**src/rtl/ram_test_sequencer_if.sv**
```systemverilog
// Request/done bus between the RAM self-test sequencer
// and a single-port RAM controller.
interface ram_test_sequencer_if #(
  parameter int DATA_W = 16,
  parameter int ADDR_W = 16
);
  logic              mem_req;
  logic              mem_we;
  logic [ADDR_W:0]   mem_addr;
  logic [DATA_W-1:0] mem_wdata;
  logic [DATA_W-1:0] mem_rdata;
  logic              mem_done;

  modport master (
    output mem_req,
    output mem_we,
    output mem_addr,
    output mem_wdata,
    input  mem_rdata,
    input  mem_done
  );

  modport slave (
    input  mem_req,
    input  mem_we,
    input  mem_addr,
    input  mem_wdata,
    output mem_rdata,
    output mem_done
  );
endinterface

```
**src/rtl/ram_test_sequencer.sv**
```systemverilog
// Dual-bank SRAM self-test: write, verify, copy with -1
// transform into bank 1, verify again; counts mismatches.
module ram_test_sequencer #(
  parameter int DATA_W    = 16,
  parameter int ADDR_W    = 16,
  parameter int BURST_LEN = 10,
  parameter int CNT_W     = 8
) (
  input  logic              clk,
  input  logic              rst,
  input  logic              en,
  input  logic              start,
  input  logic [DATA_W-1:0] seed,
  ram_test_sequencer_if.master ram,
  output logic              busy,
  output logic              pass,
  output logic              fail,
  output logic [CNT_W-1:0]  err_count,
  output logic [2:0]        state_code,
  output logic [15:0]       ledout
);

  typedef enum logic [2:0] {
    S_IDLE = 3'd0,
    S_WR0  = 3'd1,
    S_RD0  = 3'd2,
    S_CPR  = 3'd3,
    S_CPW  = 3'd4,
    S_RD1  = 3'd5,
    S_DONE = 3'd6
  } state_t;

  localparam logic [ADDR_W-1:0] LAST  = ADDR_W'(BURST_LEN - 1);
  localparam logic [ADDR_W-1:0] A_ONE = 1;
  localparam logic [DATA_W-1:0] D_ONE = 1;
  localparam logic [CNT_W-1:0]  C_ONE = 1;

  state_t            r_state, w_state;
  logic [ADDR_W-1:0] r_idx, w_idx;
  logic [DATA_W-1:0] r_seed, w_seed;
  logic [DATA_W-1:0] r_wdata, w_wdata;
  logic [DATA_W-1:0] r_latch, w_latch;
  logic [7:0]        r_rd, w_rd;
  logic [ADDR_W:0]   r_addr, w_addr;
  logic [CNT_W-1:0]  r_err, w_err;
  logic [15:0]       r_led, w_led;
  logic              r_req, w_req;
  logic              r_we, w_we;
  logic              r_mis, w_mis;

  logic              w_done;
  logic              w_last;
  logic              w_go;
  logic              w_issue;
  logic              w_ok;
  logic [DATA_W-1:0] w_dat;

  assign w_done = r_req & ram.mem_done;
  assign w_last = (r_idx == LAST);
  assign w_dat  = r_seed + DATA_W'(r_idx);

  always_ff @(posedge clk or negedge rst) begin
    if (!rst) begin
      r_state <= S_IDLE;
      r_idx   <= '0;
      r_seed  <= '0;
      r_wdata <= '0;
      r_latch <= '0;
      r_rd    <= '0;
      r_addr  <= '0;
      r_err   <= '0;
      r_led   <= '0;
      r_req   <= 1'b0;
      r_we    <= 1'b0;
      r_mis   <= 1'b0;
    end else begin
      r_state <= w_state;
      r_idx   <= w_idx;
      r_seed  <= w_seed;
      r_wdata <= w_wdata;
      r_latch <= w_latch;
      r_rd    <= w_rd;
      r_addr  <= w_addr;
      r_err   <= w_err;
      r_led   <= w_led;
      r_req   <= w_req;
      r_we    <= w_we;
      r_mis   <= w_mis;
    end
  end

  always_comb begin
    w_state = r_state;
    w_idx   = r_idx;
    w_seed  = r_seed;
    w_wdata = r_wdata;
    w_latch = r_latch;
    w_rd    = r_rd;
    w_addr  = r_addr;
    w_req   = r_req;
    w_we    = r_we;
    w_mis   = 1'b0;
    w_go    = 1'b0;
    w_issue = 1'b0;
    w_ok    = 1'b0;
    w_led   = r_led;
    // a mismatch seen on the previous done lands here
    w_err   = (r_mis && r_err != '1) ? r_err + C_ONE : r_err;

    unique case (r_state)
      S_IDLE, S_DONE: w_go = start;
      S_WR0: if (w_done) begin
        w_req = 1'b0;
        if (w_last) begin
          w_state = S_RD0;
          w_idx   = '0;
        end else begin
          w_idx = r_idx + A_ONE;
        end
      end
      S_RD0: if (w_done) begin
        w_req = 1'b0;
        w_rd  = ram.mem_rdata[7:0];
        w_mis = (ram.mem_rdata != w_dat);
        if (w_last) begin
          w_state = S_CPR;
          w_idx   = LAST;
        end else begin
          w_idx = r_idx + A_ONE;
        end
      end
      S_CPR: if (w_done) begin
        w_req   = 1'b0;
        w_latch = ram.mem_rdata;
        w_rd    = ram.mem_rdata[7:0];
        w_state = S_CPW;
      end
      S_CPW: if (w_done) begin
        w_req = 1'b0;
        if (r_idx == '0) begin
          w_state = S_RD1;
        end else begin
          w_state = S_CPR;
          w_idx   = r_idx - A_ONE;
        end
      end
      S_RD1: if (w_done) begin
        w_req = 1'b0;
        w_rd  = ram.mem_rdata[7:0];
        w_mis = (ram.mem_rdata != (w_dat - D_ONE));
        if (w_last) begin
          w_state = S_DONE;
        end else begin
          w_idx = r_idx + A_ONE;
        end
      end
      default: w_state = S_IDLE;
    endcase

    if (r_state inside {S_WR0, S_RD0, S_CPR, S_CPW, S_RD1})
      w_issue = !r_req;

    if (w_go) begin
      w_state = S_WR0;
      w_idx   = '0;
      w_seed  = seed;
      w_err   = '0;
      w_mis   = 1'b0;
      w_issue = 1'b1;
    end

    if (w_issue) begin
      w_req   = 1'b1;
      w_we    = (w_state == S_WR0) || (w_state == S_CPW);
      w_addr  = {(w_state == S_CPW) || (w_state == S_RD1),
                 ADDR_W'(w_seed) + w_idx};
      w_wdata = '0;
      unique case (1'b1)
        w_state == S_WR0: w_wdata = w_seed + DATA_W'(w_idx);
        w_state == S_CPW: w_wdata = r_latch - D_ONE;
        default: ;
      endcase
    end

    w_ok = (w_err == '0) && !w_mis;
    unique case (w_state)
      S_IDLE:  w_led = {8'h00, seed[7:0]};
      S_DONE:  w_led = {w_ok ? 8'hD0 : 8'hFA, 8'(w_err)};
      default: w_led = {w_addr[7:0], w_we ? w_wdata[7:0] : w_rd};
    endcase

    if (!en) begin
      w_state = S_IDLE;
      w_idx   = '0;
      w_seed  = '0;
      w_wdata = '0;
      w_latch = '0;
      w_rd    = '0;
      w_addr  = '0;
      w_err   = '0;
      w_led   = '0;
      w_req   = 1'b0;
      w_we    = 1'b0;
      w_mis   = 1'b0;
    end
  end

  assign ram.mem_req   = r_req;
  assign ram.mem_we    = r_we;
  assign ram.mem_addr  = r_addr;
  assign ram.mem_wdata = r_wdata;

  // the pending mismatch gates pass so DONE never flashes a false pass
  assign busy       = (r_state != S_IDLE) && (r_state != S_DONE);
  assign pass       = (r_state == S_DONE) && (r_err == '0) && !r_mis;
  assign fail       = (r_state == S_DONE) && !((r_err == '0) && !r_mis);
  assign err_count  = r_err;
  assign state_code = r_state;
  assign ledout     = r_led;

endmodule
```
**src/flat_wrapper.sv**
```systemverilog
// flat-port wrapper written by rule: the top's interface ports become plain ports
module ram_test_sequencer_flat 
#(
  parameter int DATA_W    = 16,
  parameter int ADDR_W    = 16,
  parameter int BURST_LEN = 10,
  parameter int CNT_W     = 8
)
  (clk, rst, en, start, seed, busy, pass, fail, err_count, state_code, ledout, ram_mem_req, ram_mem_we, ram_mem_addr, ram_mem_wdata, ram_mem_rdata, ram_mem_done);
  ram_test_sequencer_if #(.DATA_W(DATA_W), .ADDR_W(ADDR_W)) ram_i ();
  input  logic clk;
  input  logic rst;
  input  logic en;
  input  logic start;
  input  logic [DATA_W-1:0] seed;
  output logic busy;
  output logic pass;
  output logic fail;
  output logic [CNT_W-1:0] err_count;
  output logic [2:0] state_code;
  output logic [15:0] ledout;
  output wire logic [$bits(ram_i.mem_req)-1:0] ram_mem_req;
  output wire logic [$bits(ram_i.mem_we)-1:0] ram_mem_we;
  output wire logic [$bits(ram_i.mem_addr)-1:0] ram_mem_addr;
  output wire logic [$bits(ram_i.mem_wdata)-1:0] ram_mem_wdata;
  input wire logic [$bits(ram_i.mem_rdata)-1:0] ram_mem_rdata;
  input wire logic [$bits(ram_i.mem_done)-1:0] ram_mem_done;
  assign ram_mem_req = ram_i.mem_req;
  assign ram_mem_we = ram_i.mem_we;
  assign ram_mem_addr = ram_i.mem_addr;
  assign ram_mem_wdata = ram_i.mem_wdata;
  assign ram_i.mem_rdata = ram_mem_rdata;
  assign ram_i.mem_done = ram_mem_done;
  ram_test_sequencer #(.DATA_W(DATA_W), .ADDR_W(ADDR_W), .BURST_LEN(BURST_LEN), .CNT_W(CNT_W)) u_core (.clk(clk), .rst(rst), .en(en), .start(start), .seed(seed), .ram(ram_i), .busy(busy), .pass(pass), .fail(fail), .err_count(err_count), .state_code(state_code), .ledout(ledout));
endmodule
```
**config.mk**
```make
export PLATFORM = sky130hd
export DESIGN_NAME = ram_test_sequencer_flat
export DESIGN_NICKNAME = d
export VERILOG_FILES = /design/src/rtl/ram_test_sequencer_if.sv /design/src/rtl/ram_test_sequencer.sv /design/src/flat_wrapper.sv
export SDC_FILE = /design/constraint.sdc
export NUM_CORES = 1
export LEC_CHECK = 0
export BUFFER_PORTS_ARGS = -buffer_cell sky130_fd_sc_hd__buf_2
export CAP_MARGIN = 20
export CORE_AREA = 2 2 178 180
export CTS_CLUSTER_DIAMETER = 150
export DETAILED_ROUTE_END_ITERATION = 10
export DIE_AREA = 0 0 180 182
export PLACE_DENSITY = 0.45
export RECOVER_POWER = 50
export SLEW_MARGIN = 5
export SYNTH_ARGS = -nofsm -noshare
export SYNTH_HDL_FRONTEND = slang
export SYNTH_SLANG_ARGS = --single-unit
```
**constraint.sdc**
```tcl
create_clock -name clk -period 4.6 [get_ports clk]
set_clock_uncertainty 0.05 [all_clocks]
set_input_delay 0.46 -clock clk [delete_from_list [all_inputs] [get_ports clk]]
set_output_delay 0.46 -clock clk [all_outputs]
set_load 0.005 [all_outputs]
```
==> qor.yml, run 1 <==
status: "finished, violations left"
violations: "max-capacitance violations, max-slew violations"
cts_max_path_buffers: 2
hpwl_mm: 24.8
totalPowerFinal_uw: 2880
netlist_area_sq_mm: 0.00913
fin_crit_sh_pct: 94.9
finish.instance_area_sq_mm: 0.0112
synth_nets: 1186
pwr-share-comb_pct: 17.2
fin_nets: 1334
crit_arrival_ns: 4.62
fmax_ghz: 0.229
cts-root-buf: "clkbuf_16"
p_leak_uw: 0.00513
max_cap_viol_count: 1
core_sq_mm: 0.0310
peakVddDrop_uv: 227
crit_chain: "nor4_4 > nand4_4 > buf_4 > buf_4 > o31ai_1 > a21oi_1 > o32ai_2 > o31ai_2 > and2_1 > ha_1 > a21o_1 > a21oi_2 > o21bai_2 > a31oi_4 > o21ai_2 > a211oi_2 > o21bai_1 > xor2_1 > a221oi_1 > nor2_1"
fin_util_pct: 36.1
grt_pass1_wl_mm: 50.7
crit_slowest_cell: "dfrtp_1"
final_common_cell: "nand2_1"
post-place-ws_ns: -0.0870
htree_levels: 4
relSlewSlack_pct: -83.2
tightest_slew_ns: 2.75
synth_edf_count: 0
rsz0062_at_grt: "true"
worstSetupPathType: "reg2reg"
clk_pin_slew_ns: 0.06
setup_viol: 0
power.density_mw_per_mm2: 258
layout_common_cells: "nand2_1, dfrtp_1, buf_2, nor2_1, buf_4"
final_antenna_net_count: 0
dieWidth_microns: 180
ctsHoldBuffers: 0
finalHoldViolCount: 0
p_sw_uw: 889
placed_cells: 1637
die-area_sq_mm: 0.0328
num_rows: 65
max_stage_delay_ns: 0.41
yosys-top-cells-area: "dfrtp_1, nand2_1, ha_1"
min_period_ns: 4.36
crit_fanout: 6
grt_use_total_pct: 19.7
seqPwrFrac_pct: 38.6
crit_family: "compound AO/OA/AOI/OAI gates"
hold_class: "in2reg"
cts_tree: "yes"
post-synth-top-area-fraction_pct: 32.6
routed_wl_mm: 32.2
cp_common_cell: "buf_4"
yosys.area.top_type: "dfrtp_1"
pin_count: 102
crit_buf_inv: 2
async_flop_share_pct: 100
grt_max_degree: 102
ys_types: 79
via_per_inst: 5.26
antenna_found_initial: 0
clock_latency_ns: 0.43
yosysWarnings: 0
ys_ff_latch: 119
yosysSeqAreaShare_pct: 32.6
drtPass1Iterations: 5
diodes: 0
stdcell_count: 1670
cp.required_ns: 4.86
dpl_cell_area_sq_mm: 0.0105
crit_path_start_kind: "flop"
port_buffers: 101
p_clk_share_pct: 44.2
grt-ovfl-total: 0
wl_per_cell_microns: 19.3
cts_sinks: 119
grt_pass1_vias: 8608
synth_ff_type: "dfrtp_1"
swShare_pct: 30.8
gp_congestion: 0.875
cp-end-kind: "flop"
initialDrtViolationCount: 511
p_int_uw: 2000
drive_above_1_share_pct: 19.5
syn2layout_area_growth_pct: 22.6
avgSynthCellArea_sq_um: 8.24
slew_violations: 50
initial_core_util_pct: 29.4
cts-buffers-inserted: 17
synthCells: 1107
die_h_microns: 182
num_vias: 8790
worst_slack_ns: 0.237
post-route-drc-count: 0
[cells by family after synthesis]
family | count (synthesis) | share of synthesized area (%)
AO/OA/AOI/OAI | 291 | 22.3
XOR/XNOR | 60 | 6.21
adder cells (fa/ha/maj) | 42 | 5.92
multiplexers | 20 | 2.19
AND/OR/NAND/NOR | 491 | 27.0
flip-flops | 119 | 32.6
buffers and inverters | 84 | 3.81
[through the flow]
step | setup TNS (ns) | hold WS, ns
floorplan | 0 | 0.114
global placement | -0.00743 | 0.457
detailed placement | -0.215 | 0.477
CTS | 0 | 0.0197
global route | -0.0132 | 0.289
finish | 0 | 0.272
[per-layer routing]
metal  share of wire (%)  wire [microns]  track usage (%)  vias up
met5                   0               0                0        -
met1                  48           15500             27.9     4251
li1                    -               -                -     4265
met2                  45           14500             31.3      242
met4                 1.7             545             4.88        0
met3                 5.1            1630             3.27       32
[power groups by stage]
stage                     logic, uW  clock network (uW)  registers [uW]
after floorplan                 276                   0            1130
after CTS                       496                1300            1110
final                           496                1280            1110
after global placement          494                   0            1130
after global routing            551                1350            1120
after detailed placement        493                   0            1130
[cells in the mapped netlist, drive strengths merged, types with 13 or more instances]
cell      n
nand2   163
dfrtp   119
nor2     90
a21oi    61
and2     57
o21ai    50
clkbuf   44
ha       40
xnor2    34
nand3    33
nor2b    33
nor3     32
a21boi   27
inv      26
xor2     23
mux2i    20
buf      14
a211oi   13
nor4     13
[cell type report]
cell class                 count  area [sq um]
clock buffer                  19           443
clock inverter                13           109
fill                        3274         19800
inverter                      26          97.6
multi-input combinational    904          5930
sequential                   119          2980
tap                          402           503
timing repair buffer         187          1130
[final timing paths]
kind	from	end	slack (ns)	cells after the start
worst max register to register	u_core.r_idx[15]$_DFF_PN0_	u_core.ram.mem_wdata[12]$_DFFE_PN0P_	0.24	20
worst max-delay path	u_core.r_idx[15]$_DFF_PN0_	u_core.ram.mem_wdata[12]$_DFFE_PN0P_	0.24	20
worst min-delay path	ram_mem_rdata[12]	u_core.r_latch[12]$_DFFE_PN0P_	0.27	3
worst min register to register	u_core.ram.mem_addr[10]$_DFFE_PN0P_	u_core.ram.mem_addr[10]$_DFFE_PN0P_	0.48	2
min in group asynchronous	rst	u_core.r_rd[4]$_DFF_PN0_	0.84	1
max in group asynchronous	rst	u_core.r_idx[2]$_DFF_PN0_	1.46	2
[worst register-to-register path: cells and delay by family, from the launching register on]
family	cells	cell delay, ns
flip-flops	1	0.41
buffers and inverters	2	0.33
AND/OR/NAND/NOR	4	0.77
XOR/XNOR	1	0.18
AO/OA/AOI/OAI	12	2.22
adder cells (fa/ha/maj)	1	0.31
[repair_timing]
item                       CTS  global route
setup endpoints to repair    6            16
resized for setup            4            27
pin swaps                    1            10
setup buffers                0             1
[flip-flops by register name, summed over array words and instances, names as in the netlist]
name,count
u_core.err_count,8
u_core.ledout,16
u_core.r_idx,16
u_core.r_latch,16
u_core.r_mis,1
u_core.r_rd,8
u_core.r_seed,16
u_core.ram.mem_addr,17
u_core.ram.mem_req,1
u_core.ram.mem_wdata,16
u_core.ram.mem_we,1
u_core.state_code,3
Note: power is estimated with default switching activity, not from simulation.
==> run 2, diff against run 1 <==
BUFFER_PORTS_ARGS = -buffer_cell sky130_fd_sc_hd__clkbuf_2   (was -buffer_cell sky130_fd_sc_hd__buf_2)
CTS_BUF_LIST = sky130_fd_sc_hd__clkbuf_4 sky130_fd_sc_hd__clkbuf_8   (was unset)
==> run 2 against run 1 <==
- the flow still finishes with violations (max-capacitance violations, max-slew violations)
- core utilization shrank 0.56 points
- combinational power shrank 1%
- worst setup slack improved by 0.019 ns
- highest routed layer unchanged
==> qor.yml, run 2 (synthesis results as in run 1) <==
status: "finished, violations left"  # unchanged
violations: "max-capacitance violations, max-slew violations"  # unchanged
cts-root-buf: "clkbuf_8"  # was clkbuf_16
grt_pass1_vias: 8666  # was 8608
slew_violations: 39  # was 50
via_per_inst: 5.26  # about the same
grt_use_total_pct: 19.9  # was 19.7%
fin_nets: 1335  # was 1334
final_antenna_net_count: 0  # unchanged
wl_per_cell_microns: 19.3  # about the same
final_common_cell: "nand2_1"  # unchanged
min_period_ns: 4.34  # was 4.36 ns
p_leak_uw: 0.00494  # was 0.00513 uW
peakVddDrop_uv: 124  # was 227 uV
dpl_cell_area_sq_mm: 0.0105  # unchanged
num_vias: 8779  # was 8790
whs_ns: 0.236  # was 0.272 ns
gp_congestion: 0.861  # was 0.875
clock_latency_ns: 0.46  # was 0.43 ns
fin_crit_sh_pct: 94.4  # was 94.9%
rsz0062_at_grt: "false"  # was true
totalPowerFinal_uw: 2580  # was 2880 uW
grt_pass1_wl_mm: 51.0  # was 50.7 mm
largest_register_ffs: 17  # unchanged
crit_buf_inv: 2  # unchanged
drive_above_1_share_pct: 17.8  # was 19.5%
initial_core_util_pct: 29.4  # unchanged
cts_sinks: 119  # unchanged
crit_slowest_cell: "dfrtp_1"  # unchanged
max_cap_viol_count: 1  # unchanged
hpwl_mm: 24.9  # was 24.8 mm
hold_class: "in2reg"  # unchanged
clk_pin_slew_ns: 0.07  # was 0.06 ns
pin_count: 102  # unchanged
crit_path_start_kind: "flop"  # unchanged
crit_chain: "nor4_4 > nand4_4 > buf_6 > or2_4 > buf_4 > and3_1 > a21oi_1 > a32oi_1 > nor2_1 > nor2_1 > ha_1 > a21o_1 > a2111oi_2 > nor3_2 > a211o_1 > a41oi_1 > xnor2_1 > nand2b_1 > a21oi_1"  # was nor4_4 > nand4_4 > buf_4 > buf_4 > o31ai_1 > a21oi_1 > o32ai_2 > o31ai_2 > and2_1 > ha_1 > a21o_1 > a21oi_2 > o21bai_2 > a31oi_4 > o21ai_2 > a211oi_2 > o21bai_1 > xor2_1 > a221oi_1 > nor2_1
crit_fanout: 8  # was 6
cts_max_path_buffers: 2  # unchanged
diodes: 0  # unchanged
antenna_found_initial: 0  # unchanged
stdcell_count: 1670  # unchanged
drtPass1Iterations: 5  # unchanged
finish.instance_area_sq_mm: 0.0110  # was 0.0112 sq mm
post-route-drc-count: 0  # unchanged
die-area_sq_mm: 0.0328  # unchanged
crit_arrival_ns: 4.67  # was 4.62 ns
max_stage_delay_ns: 0.41  # about the same
layout_common_cells: "nand2_1, dfrtp_1, nor2_1, buf_4, clkbuf_2"  # was nand2_1, dfrtp_1, buf_2, nor2_1, buf_4
worstSetupPathType: "reg2reg"  # unchanged
grt_max_degree: 77  # was 102
syn2layout_area_growth_pct: 20.7  # was 22.6%
cts_tree: "yes"  # unchanged
cp.depth: 19  # was 20
worst_slack_ns: 0.256  # was 0.237 ns
dieWidth_microns: 180  # unchanged
cts-buffers-inserted: 17  # unchanged
crit_family: "compound AO/OA/AOI/OAI gates"  # unchanged
fillers: 3303  # was 3274
core_sq_mm: 0.0310  # unchanged
initialDrtViolationCount: 597  # was 511
die_h_microns: 182  # unchanged
grt-ovfl-total: 0  # unchanged
port_buffers: 101  # unchanged
reg2reg_depth: 19  # was 20
setup_viol: 0  # unchanged
power.density_mw_per_mm2: 234  # was 258 mW/mm^2
tightest_slew_ns: 2.08  # was 2.75 ns
placed_cells: 1637  # unchanged
post-place-ws_ns: -0.112  # was -0.0870 ns
relSlewSlack_pct: -38.4  # was -83.2%
cp-end-kind: "flop"  # unchanged
hold_path_depth: 3  # unchanged
htree_levels: 4  # unchanged
cp.required_ns: 4.92  # was 4.86 ns
fmax_ghz: 0.230  # was 0.229 GHz
finalHoldViolCount: 0  # unchanged
routed_wl_mm: 32.2  # about the same
num_rows: 65  # unchanged
-- run 2: repair_timing --
action / in CTS / in global routing
endpoints found under the hold margin: 36 / 0
setup endpoints to repair: 6 / 21
setup buffers: 0 / 1
hold buffers: 1 / 0
resized for setup: 3 / 32
gates cloned: 0 / 0
pin swaps: 1 / 25
-- run 2: layer usage --
| metal | track usage (%) | vias to the layer above | share of wire, % | routed length [microns] |
|---|---|---|---|---|
| met2 | 31.3 | 212 | 45 | 14600 |
| met5 | 0 | - | 0 | 0 |
| met1 | 28.3 | 4270 | 49 | 15600 |
| li1 | - | 4267 | - | - |
| met4 | 5.24 | 0 | 1.8 | 586 |
| met3 | 3.25 | 30 | 4.2 | 1340 |
-- run 2: worst paths after layout --
check / slack, ns / end / start
max: 0.26 / u_core.ram.mem_wdata[15]$_DFFE_PN0P_ / u_core.r_idx[9]$_DFF_PN0_
max in group asynchronous: 1.29 / u_core.r_latch[13]$_DFFE_PN0P_ / rst
min: 0.24 / u_core.r_latch[14]$_DFFE_PN0P_ / ram_mem_rdata[14]
min in group asynchronous: 1.08 / u_core.r_rd[1]$_DFF_PN0_ / rst
min reg2reg: 0.49 / u_core.ram.mem_addr[10]$_DFFE_PN0P_ / u_core.ram.mem_addr[10]$_DFFE_PN0P_
max reg2reg: 0.26 / u_core.ram.mem_wdata[15]$_DFFE_PN0P_ / u_core.r_idx[9]$_DFF_PN0_
-- run 2: power breakdown --
part	total, uW	switching, uW	internal [uW]
Sequential	1110	25.2	1090
Clock	975	478	497
Combinational	491	307	185
-- run 2: stage by stage --
step,utilization [%],setup TNS [ns]
finish,35.6,0
global placement,34.0,-0.0901
floorplan,-,0
CTS,35.3,0
global route,35.6,0
detailed placement,34.0,-0.312
-- run 2: area by class of cell --
cell class,count,area [sq um],share of cell area [%]
inverter,26,97.6,0.886
clock buffer,19,255,2.32
clock inverter,12,129,1.17
sequential,119,2980,27.0
multi-input combinational,904,5940,54.0
tap,402,503,4.57
timing repair buffer,188,1110,10.1
-- run 2: worst reg2reg max path, delay by kind of cell, from the launching register on --
kind                       cells  cell delay (ns)
xor gates and xnor gates       1             0.12
AOI/OAI and AO/OA              7             1.55
adders and majority gates      1             0.32
DFF                            1             0.41
buffers and inverters          2             0.33
and+or+nand+nor                8             1.50
